==> src/rtl/pal_cfg_pkg.sv <==
// pal_cfg_pkg: shared definitions for the PAL configuration loader.
//   - state_e    : loader FSM states
//   - num_words  : number of host words needed to cover a chain of a given length
//   - DefLen/DefW: default chain length and host word width
package pal_cfg_pkg;

   localparam int unsigned DefLen = 8;
   localparam int unsigned DefW   = 8;

   typedef enum logic [2:0] {
      StIdle,
      StWaitWord,
      StShiftLo,
      StShiftHi,
      StCheck,
      StDone
   } state_e;

   function automatic int unsigned num_words(int unsigned len, int unsigned w);
      return (len + w - 1) / w;
   endfunction

endpackage

==> src/rtl/pal_cfg_ser.sv <==
// pal_cfg_ser: word shift register with a per-word bit index.
// Ports:
//   clk_i, rst_ni : clock, asynchronous active-low reset
//   load_i        : capture data_i and reset the index to W bits remaining
//   shift_i       : shift the word left by one bit and consume one bit
//   data_i [W]    : host word to load
//   msb_o         : bit currently at the top of the word
//   empty_o       : every bit of the loaded word has been consumed
module pal_cfg_ser #(
   parameter int unsigned W = 8
) (
   input  logic         clk_i,
   input  logic         rst_ni,
   input  logic         load_i,
   input  logic         shift_i,
   input  logic [W-1:0] data_i,
   output logic         msb_o,
   output logic         empty_o
);

   localparam int unsigned IdxW = $clog2(W + 1);

   logic [W-1:0]    word_q, word_d;
   logic [IdxW-1:0] idx_q, idx_d;

   always_comb begin
      word_d = word_q;
      idx_d  = idx_q;
      if (load_i) begin
         word_d = data_i;
         idx_d  = IdxW'(W);
      end else if (shift_i) begin
         word_d = word_q << 1;
         idx_d  = idx_q - IdxW'(1);
      end
   end

   always_ff @(posedge clk_i or negedge rst_ni) begin
      if (!rst_ni) begin
         word_q <= '0;
         idx_q  <= '0;
      end else begin
         word_q <= word_d;
         idx_q  <= idx_d;
      end
   end

   assign msb_o   = word_q[W-1];
   assign empty_o = (idx_q == '0);

endmodule

==> src/rtl/pal_cfg_loader.sv <==
// pal_cfg_loader: loads the PAL configuration shift chain from a host word stream.
// Serialises exactly LEN bits MSB-first (sr_cfg, sr_clk) and raises sr_en only after
// the last bit has been clocked in.
// Ports:
//   clk, res_n        : clock, asynchronous active-low reset
//   start             : begin a new load (ignored while busy)
//   in_data/in_valid  : host word stream, in_ready high when a word is taken
//   sr_clk/sr_cfg     : chain shift clock and serial data, both registered
//   sr_en             : chain enable, high only after a complete load
//   busy              : load in progress
//   err               : sticky parity error
// Optional feature: define PAL_CFG_LOADER_PARITY_EN to take one extra parity word after
// the payload (bit 0 = even parity over all shifted bits). Without it err is tied to 0.
module pal_cfg_loader
   import pal_cfg_pkg::*;
#(
   parameter int unsigned LEN = DefLen,
   parameter int unsigned W   = DefW
) (
   input  logic         clk,
   input  logic         res_n,
   input  logic         start,
   input  logic [W-1:0] in_data,
   input  logic         in_valid,
   output logic         in_ready,
   output logic         sr_clk,
   output logic         sr_cfg,
   output logic         sr_en,
   output logic         busy,
   output logic         err
);

   localparam int unsigned CntW = $clog2(LEN + 1);

   state_e          state_q, state_d;
   logic [CntW-1:0] bit_cnt_q, bit_cnt_d;
   logic            sr_clk_q, sr_clk_d;
   logic            sr_cfg_q, sr_cfg_d;
   logic            sr_en_q, sr_en_d;
   logic            ser_load, ser_shift, ser_msb, ser_empty;
`ifdef PAL_CFG_LOADER_PARITY_EN
   logic            par_q, par_d;
   logic            err_q, err_d;
`endif

   pal_cfg_ser #(
      .W (W)
   ) u_ser (
      .clk_i   (clk),
      .rst_ni  (res_n),
      .load_i  (ser_load),
      .shift_i (ser_shift),
      .data_i  (in_data),
      .msb_o   (ser_msb),
      .empty_o (ser_empty)
   );

   always_comb begin
      state_d   = state_q;
      bit_cnt_d = bit_cnt_q;
      sr_clk_d  = 1'b0;
      sr_cfg_d  = sr_cfg_q;
      sr_en_d   = sr_en_q;
      ser_load  = 1'b0;
      ser_shift = 1'b0;
`ifdef PAL_CFG_LOADER_PARITY_EN
      par_d     = par_q;
      err_d     = err_q;
`endif
      unique case (state_q)
         StIdle: begin
            if (start) begin
               state_d   = StWaitWord;
               sr_en_d   = 1'b0;
               bit_cnt_d = CntW'(LEN);
`ifdef PAL_CFG_LOADER_PARITY_EN
               par_d     = 1'b0;
               err_d     = 1'b0;
`endif
            end
         end
         StWaitWord: begin
            if (in_valid) begin
               ser_load = 1'b1;
               // The register is only written at this edge, so take the first bit
               // straight from the bus.
               sr_cfg_d = in_data[W-1];
               state_d  = StShiftLo;
            end
         end
         StShiftLo: begin
            // Bit is consumed here; sr_cfg_q already holds it and stays put through
            // the rising sr_clk that follows.
            ser_shift = 1'b1;
            bit_cnt_d = bit_cnt_q - CntW'(1);
            sr_clk_d  = 1'b1;
`ifdef PAL_CFG_LOADER_PARITY_EN
            par_d     = par_q ^ sr_cfg_q;
`endif
            state_d   = StShiftHi;
         end
         StShiftHi: begin
            // Chain count wins over word count so surplus low bits of the last
            // word are dropped.
            if (bit_cnt_q == '0) begin
`ifdef PAL_CFG_LOADER_PARITY_EN
               state_d = StCheck;
`else
               state_d = StDone;
`endif
            end else if (ser_empty) begin
               state_d = StWaitWord;
            end else begin
               sr_cfg_d = ser_msb;
               state_d  = StShiftLo;
            end
         end
`ifdef PAL_CFG_LOADER_PARITY_EN
         StCheck: begin
            if (in_valid) begin
               if (in_data[0] == par_q) begin
                  state_d = StDone;
               end else begin
                  err_d   = 1'b1;
                  state_d = StIdle;
               end
            end
         end
`endif
         StDone: begin
            sr_en_d = 1'b1;
            state_d = StIdle;
         end
         default: begin
            state_d = StIdle;
         end
      endcase
   end

   always_ff @(posedge clk or negedge res_n) begin
      if (!res_n) begin
         state_q   <= StIdle;
         bit_cnt_q <= '0;
         sr_clk_q  <= 1'b0;
         sr_cfg_q  <= 1'b0;
         sr_en_q   <= 1'b0;
      end else begin
         state_q   <= state_d;
         bit_cnt_q <= bit_cnt_d;
         sr_clk_q  <= sr_clk_d;
         sr_cfg_q  <= sr_cfg_d;
         sr_en_q   <= sr_en_d;
      end
   end

`ifdef PAL_CFG_LOADER_PARITY_EN
   always_ff @(posedge clk or negedge res_n) begin
      if (!res_n) begin
         par_q <= 1'b0;
         err_q <= 1'b0;
      end else begin
         par_q <= par_d;
         err_q <= err_d;
      end
   end

   assign err      = err_q;
   assign in_ready = (state_q == StWaitWord) || (state_q == StCheck);
`else
   assign err      = 1'b0;
   assign in_ready = (state_q == StWaitWord);
`endif

   assign sr_clk = sr_clk_q;
   assign sr_cfg = sr_cfg_q;
   assign sr_en  = sr_en_q;
   assign busy   = (state_q != StIdle);

endmodule

==> config.mk <==
export PLATFORM = sky130hd
export DESIGN_NAME = pal_cfg_loader
export DESIGN_NICKNAME = d
export VERILOG_FILES = /design/src/rtl/pal_cfg_pkg.sv /design/src/rtl/pal_cfg_ser.sv /design/src/rtl/pal_cfg_loader.sv
export SDC_FILE = /design/constraint.sdc
export NUM_CORES = 1
export LEC_CHECK = 0
export CAP_MARGIN = 20
export CORE_MARGIN = 5
export CORE_UTILIZATION = 47
export DETAILED_ROUTE_END_ITERATION = 6
export PLACE_DENSITY = 0.76
export SLEW_MARGIN = 0
export SYNTH_ARGS = -nofsm -noshare
export SYNTH_HDL_FRONTEND = slang
export SYNTH_HIERARCHICAL = 1
export SYNTH_SLANG_ARGS = --single-unit
==> constraint.sdc <==
create_clock -name clk -period 1.4 [get_ports clk]
set_input_delay 0.28 -clock clk [delete_from_list [all_inputs] [get_ports clk]]
set_output_delay 0.28 -clock clk [all_outputs]
set_load 0.05 [all_outputs]
==> results.cfg <==
[worst_setup_path]
crit_slowest_cell = dfrtp_1
crit_family = flip-flops
cp-start-kind = flop
critPathCaptureType = output pin
max_stage_delay_ps = 450
crit_arrival_ps = 1290
crit_chain = nor2_2 > buf_6 > nand2_2 > buf_12
cp_num_buf_inv = 2
required_ps = 1120
path_max_fanout = 4
path_class = flop to output pin

[detailed_routing]
drt_iter0_drc = 14
final_antenna_net_count = 0
dr.pass1.iters = 4
wl_per_cell_um = 13.32
viasPerCell = 5.207
routed_wirelength_um = 2385
routed-via-count = 932
drc = 0

[synth]
synthCells = 112
synth-main-ff-cell = dfrtp_1
ys_types = 39
async_flop_share_pct = 100.0
ys_seq_area_share_pct = 46.96
postSynthAreaPerCell_um2 = 10.47
synthTopCellsByArea = dfrtp_1, mux2i_1, ha_1, nand2_1, a21oi_1
yosysMostFrequentCell = dfrtp_1
yosys_warnings = 6
synth_top_area_share_pct = 46.96
synth_nets = 128
ys_seq_elements = 22
synth_area_leader_cell = dfrtp_1
ys_top_cells_by_count = dfrtp_1, nand2_1, inv_1, mux2i_1, a21oi_1
synth_edf_count = 0
netlist_area_um2 = 1172

[floorplan]
core_area_um2 = 2432
row_count = 18
io_pins = 18
initial_utilization_pct = 48.20
dieArea_um2 = 3593
fp.dieH_um = 59.95
die_w_um = 59.95

[power]
powerDensity_nw_per_um2 = 2342
pwr-share-clk_pct = 9.3
p_switching_mw = 1.535
combinationalPowerShare_pct = 61.5
power_leakage_nw = 0.7253
seqPwrFrac_pct = 29.2
vdd.ir_drop.worst_mv = 1.430
p_sw_share_pct = 39.57
p_int_mw = 2.345

[grt]
gr-total-overflow = 0
grt_pass1_wl_um = 4084
grt_pass1_vias = 972
grt_max_degree = 23
antenna_found_initial = 0
grt_use_total_pct = 15.10

[status]
status = finished, violations left
violations = negative setup slack

[clock_tree]
worstSkewPairLatency_ps = 310
cts-htree-levels = 1
clockBufferDepth = 2
clk_root_buffer_cell = clkbuf_4
hold_buffers = 0
numCtsBuffers = 3
path_clk_slew_ps = 120
numClockSinks = 22
cts_tree = done

[layout]
final_cell_area_um2 = 1657
syn_to_final_growth_pct = 41.30
drive_gt1_share_pct = 35.57
final_nets = 166
diodes = 0
fillCellCount = 202

[timing]
rsz0062_at_grt = yes
setup_viol_count_final = 3
hold_viol_final = 0
finalCriticalPeriod_ps = 1570
slew_viol_final = 0
fin_ws_ps = -169.9
fmax_mhz = 637.0
fin_setup_tns_ps = -428.3
period_share_pct = 112.1
finClkSkew_ps = 3.393

[flow_run]
maxCapViolCount = 0

[placement]
numPortBuffers = 16
dpl.hpwl_um = 1680
place_ws_ps = -127.4
gp_congestion = 0.8253
post_dp_cell_area_um2 = 1500

[hold_path]
hp-class = input port to async pin
kinds of logic (layout without fill, tap and decap cells):
kind of cell    count (synthesis)  after routing  synth area share [%]
simple gates                   31             31                 17.08
compound gates                 27             27                 14.94
flops                          22             22                 46.96
buf+inv                        17             54                 8.004
mux                             9              9                 7.684
fa+ha+maj                       4              4                 4.269
other cells                     1              1                0.3199
xor+xnor                        1              1                0.7472
final cells by class:
| class | count | area (µm²) | share of cell area [%] |
|---|---|---|---|
| Multi-Input combinational cell | 73 | 575.6 | 34.74 |
| Sequential cell | 22 | 551.8 | 33.31 |
| Timing Repair Buffer | 39 | 406.6 | 24.55 |
| Inverter | 11 | 48.80 | 2.946 |
| Tap cell | 30 | 37.54 | 2.266 |
| Clock buffer | 4 | 36.28 | 2.190 |
metrics by stage:
stage                     utilization [%]  hold slack, ps  power [mW]  instances
final                               68.11           295.5       3.880        179
after global routing                68.11           312.0       4.180        179
after CTS                           65.54           297.8       3.724        176
after detailed placement            61.68           541.1       3.230        168
after global placement              61.68           533.2       3.145        168
after floorplan                         -          -15.59       2.433        112
cells in the final DEF (no fill, tap or decap), drive strengths merged, types with 2 or more instances in the layout:
master         netlist  layout
a21oi                7       7
a31o                 2       2
buf                  6      28
clkbuf               0       4
clkdlybuf4s50        0      11
dfrtp               22      22
ha                   4       4
inv                 11      11
mux2i                9       9
nand2               10      10
nand2b               2       2
nand4bb              2       2
nor2                 5       5
nor3                 2       2
nor3b                2       2
nor4b                2       2
o21ai                9       9
o22ai                2       2
power groups by stage:
stage | clock [mW] | sequential [mW] | combinational, mW
6_report | 0.361 | 1.13 | 2.39
5_1_grt | 0.393 | 1.19 | 2.60
4_1_cts | 0.369 | 1.13 | 2.22
3_5_place_dp | 0 | 1.15 | 2.08
3_3_place_gp | 0 | 1.14 | 2.00
2_1_floorplan | 0 | 1.21 | 1.22
state kept, by name, indices dropped and copies added (netlist names):
name	flops
u_ser/word_q	8
bit_cnt_q	4
u_ser/idx_q	4
state_q	3
sr_cfg	1
sr_clk	1
sr_en	1
final timing paths:
kind                                 start              end  slack (ps)  depth (start not counted)
max                             state_q[2]             busy        -170                          4
min in group clk                in_data[3]  u_ser/word_q[3]         490                          3
min                                  res_n           sr_cfg         300                          2
max in group asynchronous            res_n       state_q[1]         860                          2
min reg2reg                u_ser/word_q[0]  u_ser/word_q[0]         560                          2
max reg2reg                 u_ser/idx_q[0]           sr_cfg        -110                          6
metal layers:
| layer | track usage, % | share of wire (%) |
|---|---|---|
| met1 | 17.25 | 40 |
| met2 | 26.08 | 53 |
| met3 | 2.808 | 3.5 |
| met4 | 8.544 | 2.8 |
| met5 | 0 | 0 |
repair_timing:
| item | in CTS | in global routing |
|---|---|---|
| setup buffers | 4 | 3 |
| setup endpoints to repair | 9 | 16 |
| pin swaps | 2 | 6 |
| gates resized for setup | 9 | 13 |
| hold endpoints to repair | 0 | 0 |
Note: power is estimated with default switching activity, not from simulation.
